**config.mk**
```make
export PLATFORM = sky130hd
export DESIGN_NAME = s_axis_ppf_interp
export DESIGN_NICKNAME = d
export VERILOG_FILES = /design/src/rtl/ppf_interp_pkg.sv /design/src/rtl/ppf_mac.sv /design/src/rtl/s_axis_ppf_interp.sv
export SDC_FILE = /design/constraint.sdc
export NUM_CORES = 1
export LEC_CHECK = 0
export BUFFER_PORTS_ARGS = -buffer_cell sky130_fd_sc_hd__clkbuf_2
export CORE_UTILIZATION = 50
export DETAILED_ROUTE_END_ITERATION = 10
export HOLD_SLACK_MARGIN = 0.1
export PLACE_DENSITY_LB_ADDON = 0.15
export SETUP_SLACK_MARGIN = 0.1
export SYNTH_ARGS = -nofsm -noshare
export SYNTH_HDL_FRONTEND = slang
export SYNTH_SLANG_ARGS = --single-unit
export TNS_END_PERCENT = 5
```
**constraint.sdc**
```tcl
create_clock -name clk_i -period 13.35 [get_ports clk_i]
set_input_delay 2.67 -clock clk_i [delete_from_list [all_inputs] [get_ports clk_i]]
set_output_delay 2.67 -clock clk_i [all_outputs]
set_load 0.03 [all_outputs]
```
**src/rtl/ppf_interp_pkg.sv**
```systemverilog
`default_nettype none
// +----------------------------------------------------------------------+
// | Module : ppf_interp_pkg                                              |
// | Brief  : Shared state encoding and elaboration helpers for the       |
// |          polyphase interpolating FIR.                                |
// | Rev    : 1.0  initial release                                        |
// +----------------------------------------------------------------------+
package ppf_interp_pkg;

  // FSM state encoding
  localparam logic [1:0] c_st_idle = 2'd0;
  localparam logic [1:0] c_st_mac  = 2'd1;
  localparam logic [1:0] c_st_out  = 2'd2;

  // Ceiling log2; returns 0 for values <= 1
  function automatic int ppf_clog2(input int value);
    int result;
    int v;
    result = 0;
    v = value - 1;
    while (v > 0) begin
      result = result + 1;
      v = v >> 1;
    end
    return result;
  endfunction

  // Output width must hold the full-precision sum of TAPS products
  function automatic bit ppf_owidth_ok(input int dw, input int cw, input int ow, input int taps);
    return ow >= (dw + cw + ppf_clog2(taps));
  endfunction

endpackage
`default_nettype wire

```
**src/rtl/ppf_mac.sv**
```systemverilog
`default_nettype none
// +----------------------------------------------------------------------+
// | Module : ppf_mac                                                     |
// | Brief  : Registered signed multiply-accumulate with clear.           |
// |          acc <= clr ? a*b : acc + a*b  (when enabled)                |
// | Rev    : 1.0  initial release                                        |
// +----------------------------------------------------------------------+
module ppf_mac
  import ppf_interp_pkg::*;
#(
  parameter int AWIDTH = 16,
  parameter int BWIDTH = 16,
  parameter int OWIDTH = 34
) (
  input  logic              clk_i,
  input  logic              rstn_i,
  input  logic              i_en,
  input  logic              i_clr,
  input  logic [AWIDTH-1:0] i_a,
  input  logic [BWIDTH-1:0] i_b,
  output logic [OWIDTH-1:0] o_acc
);

  logic signed [OWIDTH-1:0] w_a_ext;
  logic signed [OWIDTH-1:0] w_b_ext;
  logic signed [OWIDTH-1:0] w_prod;
  logic signed [OWIDTH-1:0] r_acc;

  // Operands are sign-extended to the accumulator width so the product is exact
  assign w_a_ext = OWIDTH'($signed(i_a));
  assign w_b_ext = OWIDTH'($signed(i_b));
  assign w_prod  = w_a_ext * w_b_ext;

  // Accumulator: clear loads the first product of a new sum
  always_ff @(posedge clk_i or negedge rstn_i) begin
    if (!rstn_i) begin
      r_acc <= '0;
    end else if (i_en) begin
      r_acc <= i_clr ? w_prod : (r_acc + w_prod);
    end
  end

  assign o_acc = r_acc;

endmodule
`default_nettype wire

```
**src/rtl/s_axis_ppf_interp.sv**
```systemverilog
`default_nettype none
// +----------------------------------------------------------------------+
// | Module : s_axis_ppf_interp                                           |
// | Brief  : Polyphase interpolating FIR, AXI-Stream in/out. Each input  |
// |          sample yields L outputs, one per phase, each computed by a  |
// |          single time-multiplexed MAC over TAPS coefficients.         |
// | Rev    : 1.0  initial release                                        |
// +----------------------------------------------------------------------+
module s_axis_ppf_interp
  import ppf_interp_pkg::*;
#(
  parameter int L      = 4,
  parameter int TAPS   = 4,
  parameter int DWIDTH = 16,
  parameter int CWIDTH = 16,
  parameter int OWIDTH = 34
) (
  input  logic                          clk_i,
  input  logic                          rstn_i,
  input  logic [DWIDTH-1:0]             s_axis_tdata,
  input  logic                          s_axis_tvalid,
  output logic                          s_axis_tready,
  output logic [OWIDTH-1:0]             m_axis_tdata,
  output logic                          m_axis_tvalid,
  input  logic                          m_axis_tready,
  output logic                          m_axis_tlast,
  input  logic                          coef_we,
  input  logic [ppf_clog2(L*TAPS)-1:0]  coef_addr,
  input  logic [CWIDTH-1:0]             coef_data
);

  localparam int c_nc = L * TAPS;
  localparam int c_aw = ppf_clog2(c_nc);
  localparam int c_pw = (ppf_clog2(L) < 1) ? 1 : ppf_clog2(L);
  localparam int c_kw = (ppf_clog2(TAPS) < 1) ? 1 : ppf_clog2(TAPS);
  localparam bit c_owidth_ok = ppf_owidth_ok(DWIDTH, CWIDTH, OWIDTH, TAPS);

  if (!c_owidth_ok) begin : g_owidth_check
    $error("s_axis_ppf_interp: OWIDTH too narrow for full-precision sum");
  end

  logic [1:0]        r_state;
  logic [1:0]        w_state_nxt;
  logic [c_pw-1:0]   r_phase;
  logic [c_kw-1:0]   r_tap;
  logic [DWIDTH-1:0] r_x    [TAPS];
  logic [CWIDTH-1:0] r_coef [c_nc];
  logic              w_in_hs;
  logic              w_tap_last;
  logic              w_phase_last;
  logic              w_mac_en;
  logic              w_mac_clr;
  logic [c_aw-1:0]   w_coef_idx;
  logic [DWIDTH-1:0] w_mac_a;
  logic [CWIDTH-1:0] w_mac_b;

  assign w_in_hs      = s_axis_tvalid && (r_state == c_st_idle);
  assign w_tap_last   = (r_tap == c_kw'(TAPS - 1));
  assign w_phase_last = (r_phase == c_pw'(L - 1));

  // Coefficient for tap k of phase p lives at k*L+p
  assign w_coef_idx = c_aw'(int'(r_tap) * L + int'(r_phase));
  assign w_mac_a    = r_x[r_tap];
  assign w_mac_b    = r_coef[w_coef_idx];

  // State register
  always_ff @(posedge clk_i or negedge rstn_i) begin
    if (!rstn_i) begin
      r_state <= c_st_idle;
    end else begin
      r_state <= w_state_nxt;
    end
  end

  // Next-state logic
  always_comb begin
    w_state_nxt = r_state;
    case (r_state)
      c_st_idle: if (s_axis_tvalid) w_state_nxt = c_st_mac;
      c_st_mac:  if (w_tap_last)    w_state_nxt = c_st_out;
      c_st_out:  if (m_axis_tready) w_state_nxt = w_phase_last ? c_st_idle : c_st_mac;
      default:   w_state_nxt = c_st_idle;
    endcase
  end

  // Outputs decoded straight from the state register
  always_comb begin
    s_axis_tready = (r_state == c_st_idle);
    m_axis_tvalid = (r_state == c_st_out);
    m_axis_tlast  = (r_state == c_st_out) && w_phase_last;
    w_mac_en      = (r_state == c_st_mac);
    w_mac_clr     = (r_tap == '0);
  end

  // Phase and tap counters
  always_ff @(posedge clk_i or negedge rstn_i) begin
    if (!rstn_i) begin
      r_phase <= '0;
      r_tap   <= '0;
    end else begin
      case (r_state)
        c_st_idle: begin
          if (s_axis_tvalid) begin
            r_phase <= '0;
            r_tap   <= '0;
          end
        end
        c_st_mac: begin
          if (!w_tap_last) r_tap <= r_tap + 1'b1;
        end
        c_st_out: begin
          if (m_axis_tready) begin
            r_tap <= '0;
            if (!w_phase_last) r_phase <= r_phase + 1'b1;
          end
        end
        default: begin
          r_phase <= '0;
          r_tap   <= '0;
        end
      endcase
    end
  end

  // Delay line, x[0] newest, shifts once per accepted input
  always_ff @(posedge clk_i or negedge rstn_i) begin
    if (!rstn_i) begin
      for (int i = 0; i < TAPS; i++) r_x[i] <= '0;
    end else if (w_in_hs) begin
      r_x[0] <= s_axis_tdata;
      for (int i = 1; i < TAPS; i++) r_x[i] <= r_x[i-1];
    end
  end

  // Coefficient store; writes only land while idle so a sum never sees a mixed set
  always_ff @(posedge clk_i or negedge rstn_i) begin
    if (!rstn_i) begin
      for (int i = 0; i < c_nc; i++) r_coef[i] <= '0;
    end else if (coef_we && (r_state == c_st_idle)) begin
      r_coef[coef_addr] <= coef_data;
    end
  end

  ppf_mac #(
    .AWIDTH (DWIDTH),
    .BWIDTH (CWIDTH),
    .OWIDTH (OWIDTH)
  ) u_mac (
    .clk_i  (clk_i),
    .rstn_i (rstn_i),
    .i_en   (w_mac_en),
    .i_clr  (w_mac_clr),
    .i_a    (w_mac_a),
    .i_b    (w_mac_b),
    .o_acc  (m_axis_tdata)
  );

endmodule
`default_nettype wire
```
==> impl_summary.log <==
INFO  metric post_route_cells_drive_above_1_share = 24.5%
INFO  metric postSynthNetCount = 2,849
INFO  metric setup_tns = 0 ns
INFO  metric top_layer = met4
INFO  metric min-delay-path-class = reg -> reg
INFO  metric top_level_ports = 78
INFO  metric initial_drc_count = 1,032
INFO  metric grt_overflow = 0
INFO  metric drv_slew = 0
INFO  metric hpwl_dp = 47,200 um
INFO  metric worst_ep_required_time = 13.81 ns
INFO  metric holdBufCountCts = 0
INFO  metric critical_path_buf_inv_count = 5
INFO  metric place_worst_setup_slack = 2.59 ns
INFO  metric min_cycle_time_layout = 10.68 ns
INFO  metric synth_cell_area = 27,400 um2
INFO  metric netlist_instances = 2,426
INFO  metric grt_first_pass_wirelength = 107,000 um
INFO  metric finalCritPeriodShare = 80.0%
INFO  metric criticalPathCategory = reg -> reg
INFO  metric postSynth.asyncResetShare = 100%
INFO  metric max_clock_freq = 93.6 MHz
INFO  metric rows = 85
INFO  metric cts-root-buf = sky130_fd_sc_hd__clkbuf_16
INFO  metric synth.ff_latch_count = 360
INFO  metric drc = 0
INFO  metric tritoncts_buffers = 41
INFO  metric final_count_of_negative_setup_slack_endpoints = 0
INFO  metric worst_slack = 2.67 ns
INFO  metric drtAntennaViolNets = 0
INFO  metric crit_path_max_incr_delay = 1.12 ns
INFO  metric grtUsageTotal = 24.7%
INFO  metric dr_wl_met3 = 3120 um
INFO  metric final_core_utilization = 55.4%
INFO  metric routed_wl = 66,300 um
INFO  metric htree_num_levels = 2
INFO  metric vias_per_cell = 5.60
INFO  metric avgSynthCellArea = 11.3 um2
INFO  metric fin_skew = 0.0323 ns
INFO  metric most-common-layout-cells = sky130_fd_sc_hd__dfrtp_1, sky130_fd_sc_hd__mux2_2, sky130_fd_sc_hd__inv_1
INFO  metric tightest_slew = 1.11 ns
INFO  metric antenna_violations_before_repair = 3
INFO  metric number_of_buffer_cells_added_on_primary_ports = 77
INFO  metric routed_wire_length_per_instance = 20.8 um
INFO  metric crit_path_max_fanout = 51
INFO  metric synth_enable_flop_cells = 0
INFO  metric drt_first_pass_iters = 5
INFO  metric slew_headroom = 26.0%
INFO  metric run_status = finished, final reports clean
INFO  metric ctsLongestPathBuffers = 3
INFO  metric grt_max_degree = 199
INFO  metric design.final.nets = 2,890
INFO  metric synth_warnings = 0
INFO  metric critPathSlowestCell = sky130_fd_sc_hd__dfrtp_4
INFO  metric routed-via-count = 17,877
INFO  metric cts_sinks = 360
INFO  metric cpLargestDelayFamily = adder cells
INFO  metric cp.arrival = 11.14 ns
INFO  metric gpl_wtd_cong = 0.917
INFO  metric maxCapViolations = 0
INFO  metric first_global_vias = 19,003
INFO  metric clk_transition_reported_paths = 0.06 ns
INFO  metric area_delta_synth_final = 9.10%
INFO  metric endpoint_kind = flop
INFO  metric number_of_failing_hold_endpoints_at_the_final_stage = 0
INFO  metric tritoncts = built
INFO  metric wirelength_met1 = 28,400 um
INFO  metric layout_commonest_cell = sky130_fd_sc_hd__dfrtp_1
INFO  metric core = 54,000 um2
INFO  metric detailroute.wirelength.met2 = 33,200 um
INFO  metric floorplan.die_area = 55,800 um2
INFO  metric seq_area_frac_synth = 32.9%
INFO  metric post_cts_buffers = 0
INFO  metric clk_latency = 0.58 ns
INFO  metric grt_setup_unrepaired = no
INFO  metric yosys_cell_types = 59
INFO  metric die-width = 236 um
INFO  metric start_util = 50.7%
INFO  metric setup.worst_path.start_class = flop
INFO  metric ys_dominant_reg_cell = sky130_fd_sc_hd__dfrtp_1
INFO  metric fillCellCount = 4,686
INFO  metric die-height = 236 um
INFO  metric cts_resized = 0
synth_stat cells (all sizes together), types with 5 or more instances:
library cell | instances | area (um2)
ha | 119 | 1490
mux2 | 333 | 3750
a31oi | 5 | 46.3
clkbuf | 99 | 372
dfrtp | 360 | 9010
o21a | 24 | 180
buf | 17 | 68.8
nand2 | 203 | 762
fa | 263 | 5270
a21oi | 71 | 355
o21ai | 71 | 359
nand2b | 15 | 93.8
nand3 | 17 | 85.1
nor2b | 19 | 119
xor2 | 15 | 131
and2 | 33 | 206
mux4 | 78 | 1760
xnor2 | 46 | 403
mux2i | 17 | 170
a211oi | 11 | 82.6
nor2 | 186 | 698
nor3 | 12 | 60.1
inv | 320 | 1200
a21o | 30 | 225
and3 | 9 | 56.3
per-stage QoR:
stage	area (um2)	hold WS [ns]	cells
floorplan	27400	0.474	2426
global placement	28600	0.481	3120
detailed placement	28600	0.488	3120
CTS	29900	0.501	3193
global route	29900	0.506	3194
finish	29900	0.499	3194
routing by layer:
metal  GRT usage, %  up-vias
met5              0        -
met4           6.41        0
met3           3.72      110
met2           42.7      407
met1           32.5     9235
li1               -     8125
logic make-up after synthesis:
family / after synthesis / share of synthesized area [%]
flops: 360 / 32.9
fa+ha+maj: 382 / 24.6
mux: 428 / 20.7
simple gates: 513 / 8.06
xor+xnor: 61 / 1.95
compound gates: 246 / 5.79
buf+inv: 436 / 5.99
sequential cells by signal (all words and copies together) (netlist names):
register     count
r_coef         256
r_phase          2
r_state          2
r_tap            2
r_x             64
u_mac.o_acc     34
worst paths after layout:
check	depth (start not counted)	startpoint	endpoint	slack, ns
max reg2reg	36	r_phase[0]$_DFFE_PN0P_	u_mac.o_acc[33]$_DFFE_PN0P_	2.67
max	36	r_phase[0]$_DFFE_PN0P_	u_mac.o_acc[33]$_DFFE_PN0P_	2.67
min in group asynchronous	1	rstn_i	u_mac.o_acc[14]$_DFFE_PN0P_	2.09
max in group asynchronous	2	rstn_i	r_coef[11]$_DFFE_PN0P_	9.60
min reg2reg	1	r_coef[150]$_DFFE_PN0P_	r_coef[150]$_DFFE_PN0P_	0.50
min	1	r_coef[150]$_DFFE_PN0P_	r_coef[150]$_DFFE_PN0P_	0.50
area by class of cell:
| class | count | area (um2) | area share (%) |
|---|---|---|---|
| clock inverter | 9 | 85.1 | 0.284 |
| clock buffer | 64 | 1250 | 4.19 |
| inverter | 320 | 1200 | 4.02 |
| antenna | 1 | 2.50 | 0.00837 |
| multi-input combinational | 1630 | 16800 | 56.2 |
| timing repair buffer | 114 | 686 | 2.29 |
| tap | 696 | 871 | 2.91 |
| sequential | 360 | 9020 | 30.1 |
Power is not shown: default switching activity piles up to over one toggle a cycle in this logic, so the estimate is an artifact.
